$ cat src/rtl/coin_score.sv
// coin_score: turns coin pickups into scoring events. Each newly taken coin
// produces one ADD cycle that bumps the BCD score and coin count, fires a
// pickup strobe and restarts the "+points" popup at that coin's tile.
module coin_score #(
    parameter int NUM_COINS    = 10,
    parameter int COIN_TENS    = 1,
    parameter int POPUP_FRAMES = 32
) (
    input  logic                       frame_clk,
    input  logic                       RESET,
    input  logic                       clear,
    input  logic [NUM_COINS-1:0]       taken,
    input  logic [NUM_COINS-1:0][9:0]  coin_row,
    input  logic [NUM_COINS-1:0][9:0]  coin_col,
    output logic [15:0]                score_bcd,
    output logic [3:0]                 coin_count,
    output logic                       all_collected,
    output logic                       pickup_pulse,
    output logic                       popup_active,
    output logic [9:0]                 popup_row,
    output logic [9:0]                 popup_col,
    output logic [5:0]                 popup_age
);

    typedef enum logic [1:0] {IDLE, ADD, SHOW} state_t;

    state_t               state, state_nxt;
    logic [NUM_COINS-1:0] s1, s2, seen, pending;
    logic [3:0]           sel;
    logic                 commit;
    logic [15:0]          score_add;
    logic [3:0]           count_add;
    logic                 age_last;

    assign pending  = s2 & ~seen;
    assign commit   = (state == ADD) && (pending != '0);
    assign age_last = (popup_age == 6'(POPUP_FRAMES - 1));

    // Lowest-index pending coin wins; scanning downward leaves the lowest last.
    // NOTE: every always_comb output gets a default first so no path holds an old value (no latch).
    always_comb begin
        sel = '0;
        for (int i = NUM_COINS - 1; i >= 0; i--) begin
            if (pending[i]) sel = 4'(i);
        end
    end

    // Score plus COIN_TENS*10 with BCD carry ripple; saturates at 9990.
    always_comb begin
        logic [4:0] t_raw, h_raw, k_raw;
        logic [3:0] t_new, h_new, k_new;
        logic       c1, c2, c3;
        t_raw = {1'b0, score_bcd[7:4]} + 5'(COIN_TENS);
        c1    = (t_raw > 5'd9);
        t_new = c1 ? 4'(t_raw - 5'd10) : t_raw[3:0];
        h_raw = {1'b0, score_bcd[11:8]} + {4'b0, c1};
        c2    = (h_raw > 5'd9);
        h_new = c2 ? 4'(h_raw - 5'd10) : h_raw[3:0];
        k_raw = {1'b0, score_bcd[15:12]} + {4'b0, c2};
        c3    = (k_raw > 5'd9);
        k_new = c3 ? 4'(k_raw - 5'd10) : k_raw[3:0];
        score_add = c3 ? 16'h9990 : {k_new, h_new, t_new, 4'h0};
        count_add = (coin_count < 4'(NUM_COINS)) ? coin_count + 4'd1 : coin_count;
    end

    // Next-state logic: serialise pickups, SHOW is preempted by any new pickup.
    always_comb begin
        state_nxt = state;
        case (state)
            IDLE: if (pending != '0) state_nxt = ADD;
            ADD: begin
                // A coin that dropped before its ADD simply falls back.
                if (commit || popup_active) state_nxt = SHOW;
                else                        state_nxt = IDLE;
            end
            SHOW: begin
                if (pending != '0) state_nxt = ADD;
                else if (age_last) state_nxt = IDLE;
            end
            default: state_nxt = IDLE;
        endcase
    end

    // Two-flop synchroniser for taken, plus the already-counted mask.
    // NOTE: sequential state uses non-blocking assignments so every flop samples pre-edge values.
    always_ff @(posedge frame_clk or negedge RESET) begin
        if (!RESET) begin
            s1   <= '0;
            s2   <= '0;
            seen <= '0;
        end else if (clear) begin
            s1   <= '0;
            s2   <= '0;
            seen <= '0;
        end else begin
            s1   <= taken;
            s2   <= s1;
            seen <= (seen & s2) | (commit ? (NUM_COINS'(1) << sel) : '0);
        end
    end

    // FSM state register.
    always_ff @(posedge frame_clk or negedge RESET) begin
        if (!RESET)     state <= IDLE;
        else if (clear) state <= IDLE;
        else            state <= state_nxt;
    end

    // Score, count and popup registers; all commit together at the ADD edge.
    always_ff @(posedge frame_clk or negedge RESET) begin
        if (!RESET) begin
            score_bcd     <= '0;
            coin_count    <= '0;
            all_collected <= 1'b0;
            pickup_pulse  <= 1'b0;
            popup_active  <= 1'b0;
            popup_row     <= '0;
            popup_col     <= '0;
            popup_age     <= '0;
        end else if (clear) begin
            score_bcd     <= '0;
            coin_count    <= '0;
            all_collected <= 1'b0;
            pickup_pulse  <= 1'b0;
            popup_active  <= 1'b0;
            popup_row     <= '0;
            popup_col     <= '0;
            popup_age     <= '0;
        end else begin
            pickup_pulse <= commit;
            if (commit) begin
                score_bcd     <= score_add;
                coin_count    <= count_add;
                all_collected <= (count_add == 4'(NUM_COINS));
                popup_row     <= coin_row[sel];
                popup_col     <= coin_col[sel];
                popup_age     <= '0;
                popup_active  <= 1'b1;
            end else if (state == SHOW && pending == '0) begin
                if (age_last) popup_active <= 1'b0;
                else          popup_age    <= popup_age + 6'd1;
            end
        end
    end

endmodule

$ cat config.mk
export PLATFORM = sky130hd
export DESIGN_NAME = coin_score
export DESIGN_NICKNAME = d
export VERILOG_FILES = /design/src/rtl/coin_score.sv
export SDC_FILE = /design/constraint.sdc
export NUM_CORES = 1
export LEC_CHECK = 0
export CORE_ASPECT_RATIO = 0.75
export CORE_UTILIZATION = 35
export CTS_CLUSTER_SIZE = 16
export DETAILED_ROUTE_END_ITERATION = 10
export PLACE_DENSITY = 0.68
export SLEW_MARGIN = 30
export SYNTH_ARGS = -nofsm -noshare
export SYNTH_HDL_FRONTEND = slang
export SYNTH_SLANG_ARGS = --single-unit
$ cat constraint.sdc
create_clock -name frame_clk -period 5 [get_ports frame_clk]
set_input_delay 1.25 -clock frame_clk [delete_from_list [all_inputs] [get_ports frame_clk]]
set_output_delay 1.25 -clock frame_clk [all_outputs]
set_load 0.01 [all_outputs]
==> metrics.cfg <==
[run_status]
outcome = complete, no violations

[timing]
clock_skew_ns = 0.00391
slew_headroom = 0.380
period_needed_ns = 4.65
fin_setup_tns_ns = 0
worst_pin_slew_ns = 0.930
max_freq_mhz = 215
finalSetupViolCount = 0
period_share = 0.930
rsz0062_at_grt = no
drv_slew = 0
final-hold-violation-count = 0

[power]
switching_power_mw = 0.611
ir_drop_uv = 206
swShare = 0.298
power.share.clock = 0.342
power.share.sequential = 0.333
p_leak_nw = 3.47
internal-power_mw = 1.44
combPwrFrac = 0.325
powerDensity_mw_per_mm2 = 241

[critical_path]
endpoint_kind = register
slowest_stage = dfrtp_1
r2r_slack_ns = 0.35
crit_arrival_ns = 4.88
path_cells = inv_1, ha_2, inv_1, ha_1, nor2b_1, o21ai_1, nand2b_1, a21o_1, o21ai_2, inv_1, ha_1, ha_1, inv_1, a21oi_1, o32ai_1, a21oi_1, ha_1, ha_1, nor2_1, a21oi_1, a2bb2oi_2, nand2b_1, nor2_1, a211oi_1
timing.rr.end = score_bcd[4]
path_class = register to register
path_max_fanout = 7
reg2reg_depth = 24
regToRegStartpoint = score_bcd[4]
cp_common_cell = ha_1
critPathLaunchType = register
crit_end = score_bcd[4]
critPathMaxStageDelay_ns = 0.44
cp.required_ns = 5.23
critical_path.startpoint = score_bcd[4]

[die]
core_area_sq_mm = 0.0153
dieArea_sq_mm = 0.0162
num_io_pins = 262
dieWidth_microns = 147
start_util = 0.359
die_h_microns = 111
rows = 39

[finish]
diodes = 0
area_growth_pct = 54.7
layout.nets = 1073
drive_gt1_frac = 0.0632
fin_cells = 1060

[clocking]
h-tree-depth = 3
clk_pin_slew_ns = 0.06
hold_buffers = 0
cts.sinks = 77
cts_buffer_depth = 2
clk_latency_ns = 0.33
cts_buffers = 9
cts_tree = done
ctsRootBufferMaster = clkbuf_16

[routing]
num_vias = 5879
routedWlPerCell_microns = 18.7
routed_wl_microns = 19800
avgViaCountPerCell = 5.55
drc = 0
final_antenna_net_count = 0
drtIter0Drc = 344
firstDrtPassIters = 5

[placement]
place_congestion = 0.941
place_inst = 1042
portBuffers = 257
dp_hpwl_microns = 14800

[job]
drv_cap = 0

[logic_synthesis]
synthArstFlopShare = 1.00
yosys_warnings = 0
seq_area_frac_synth = 0.350
yosysTopAreaCell = dfrtp_1
syn_inst = 623
ys.flop_type = dfrtp_1
syn_area_sq_mm = 0.00551
synth_edf_count = 0
synth_cell_types = 64
yosys_register_bits = 77
netlist.area_leader.share = 0.350
synthTopCellsByArea = dfrtp_1, mux2i_1, nand3_1
syn_avg_cell_area_sq_um = 8.84

[global_routing]
grt_max_degree = 78
grt_pass1_vias = 6083
globalRouteTotalUtil = 0.246
grt_antenna_before_repair = 0
grt_pass1_wl_microns = 31700
grt_overflow = 0

[min_path]
worstHoldPathType = register to register

[worst max-delay path: cells and delay by family (launching register included)]
| kind | cells | cell delay, ns |
|---|---|---|
| adder cells (fa/ha/maj) | 6 | 1.71 |
| AO/OA/AOI/OAI | 9 | 1.43 |
| AND/OR/NAND/NOR | 5 | 0.54 |
| flip-flops | 1 | 0.44 |
| buffers and inverters | 4 | 0.44 |
[registers in the layout, indices dropped and copies added (netlist names)]
name and count:
state 2, popup_active 1, all_collected 1, seen 10
s2 10, popup_row 10, s1 10, pickup_pulse 1
coin_count 4, score_bcd 12, popup_age 6, popup_col 10
[per-layer routing]
metal | up-vias | global-route usage | wire (microns)
li1 | 2793 | - | -
met4 | 0 | 0.0674 | 363
met5 | - | 0 | 0
met1 | 2817 | 0.308 | 8600
met2 | 240 | 0.416 | 9410
met3 | 29 | 0.0616 | 1470
[kinds of logic (layout without fill, tap and decap cells)]
group	Yosys count	count (layout)	synth area share
flops	77	77	0.350
other cells	1	4	0.000681
fa+ha+maj	10	10	0.0227
mux	53	53	0.0991
buf+inv	58	287	0.0495
xor+xnor	10	10	0.0159
compound gates	182	182	0.237
simple gates	232	232	0.225
[power groups by stage]
| stage | logic (mW) | registers, mW | clock network (mW) |
|---|---|---|---|
| floorplan | 0.335 | 0.699 | 0 |
| global placement | 0.644 | 0.691 | 0 |
| detailed placement | 0.657 | 0.694 | 0 |
| CTS | 0.661 | 0.683 | 0.721 |
| global route | 0.720 | 0.687 | 0.751 |
| finish | 0.666 | 0.683 | 0.701 |
[how the worst min path moves through the flow]
stage                 end  depth (start not counted)  start
detailed placement  s2[2]                          1  s1[2]
finish              s2[7]                          1  s1[7]
global placement    s2[0]                          1  s1[0]
global route        s2[5]                          1  s1[5]
floorplan           s2[0]                          1  s1[0]
CTS                 s2[2]                          1  s1[2]
[per-stage QoR]
stage | instance area [sq um] | power [mW] | utilization | worst slack (ns) | hold slack, ns
final | 8520 | 2.05 | 0.556 | 0.348 | 0.459
after global routing | 8520 | 2.16 | 0.556 | 0.0191 | 0.499
after CTS | 8470 | 2.06 | 0.553 | 0.109 | 0.465
after detailed placement | 8150 | 1.35 | 0.532 | 0.202 | 0.450
after global placement | 8140 | 1.34 | 0.531 | 0.574 | 0.447
after floorplan | 5520 | 1.03 | - | 0.679 | 0.439
[cell usage in the layout, fill, tap and decap left out, types with 4 or more instances in the layout]
cell type and count:
o21ai_1 10, o21ai_0 25, nor2b_1 30, a21oi_1 23, clkdlybuf4s50_1 255, mux2_1 10
o22ai_1 4, inv_1 9, a22o_1 13, nand3_1 51, xor2_1 5, and4_1 6
mux2i_1 41, a31oi_1 32, clkbuf_16 9, nand4_1 12, conb_1 4, a31o_1 8
a32o_1 6, a211o_1 15, nand2_1 46, ha_1 9, a221oi_1 8, nand2b_1 13
nor3_1 7, and3_1 10, xnor2_1 5, a32oi_1 7, nor2_1 39, dfrtp_1 77
o221a_2 6
[repair_timing]
action                                 4_1_cts  5_1_grt
setup endpoints to repair                    0       11
endpoints found under the hold margin        0        0
resized for setup                            0        5
setup buffers                                0        1
[cells in the mapped netlist, types with 7 or more instances]
library cell / instances
a211o_1: 15
a21oi_1: 24
a221oi_1: 8
a22o_1: 14
a31o_1: 8
a31oi_1: 32
a32oi_1: 7
and3_1: 10
buf_2: 20
clkbuf_1: 20
dfrtp_1: 77
ha_1: 10
inv_1: 9
mux2_1: 10
mux2i_1: 41
nand2_1: 47
nand2b_1: 13
nand3_1: 51
nand4_1: 12
nor2_1: 41
nor2b_1: 30
nor3_1: 7
o21ai_0: 26
o21ai_1: 10
[cell type report]
class                           instances  area (sq um)
Sequential cell                        77          1930
Timing Repair Buffer                  261          2600
Inverter                               10          37.5
Multi-Input combinational cell        491          3370
Clock inverter                          6          95.1
Clock buffer                           10           229
Tap cell                              205           256
Fill cell                            1382          6800
Power figures use the tool's default switching activity.
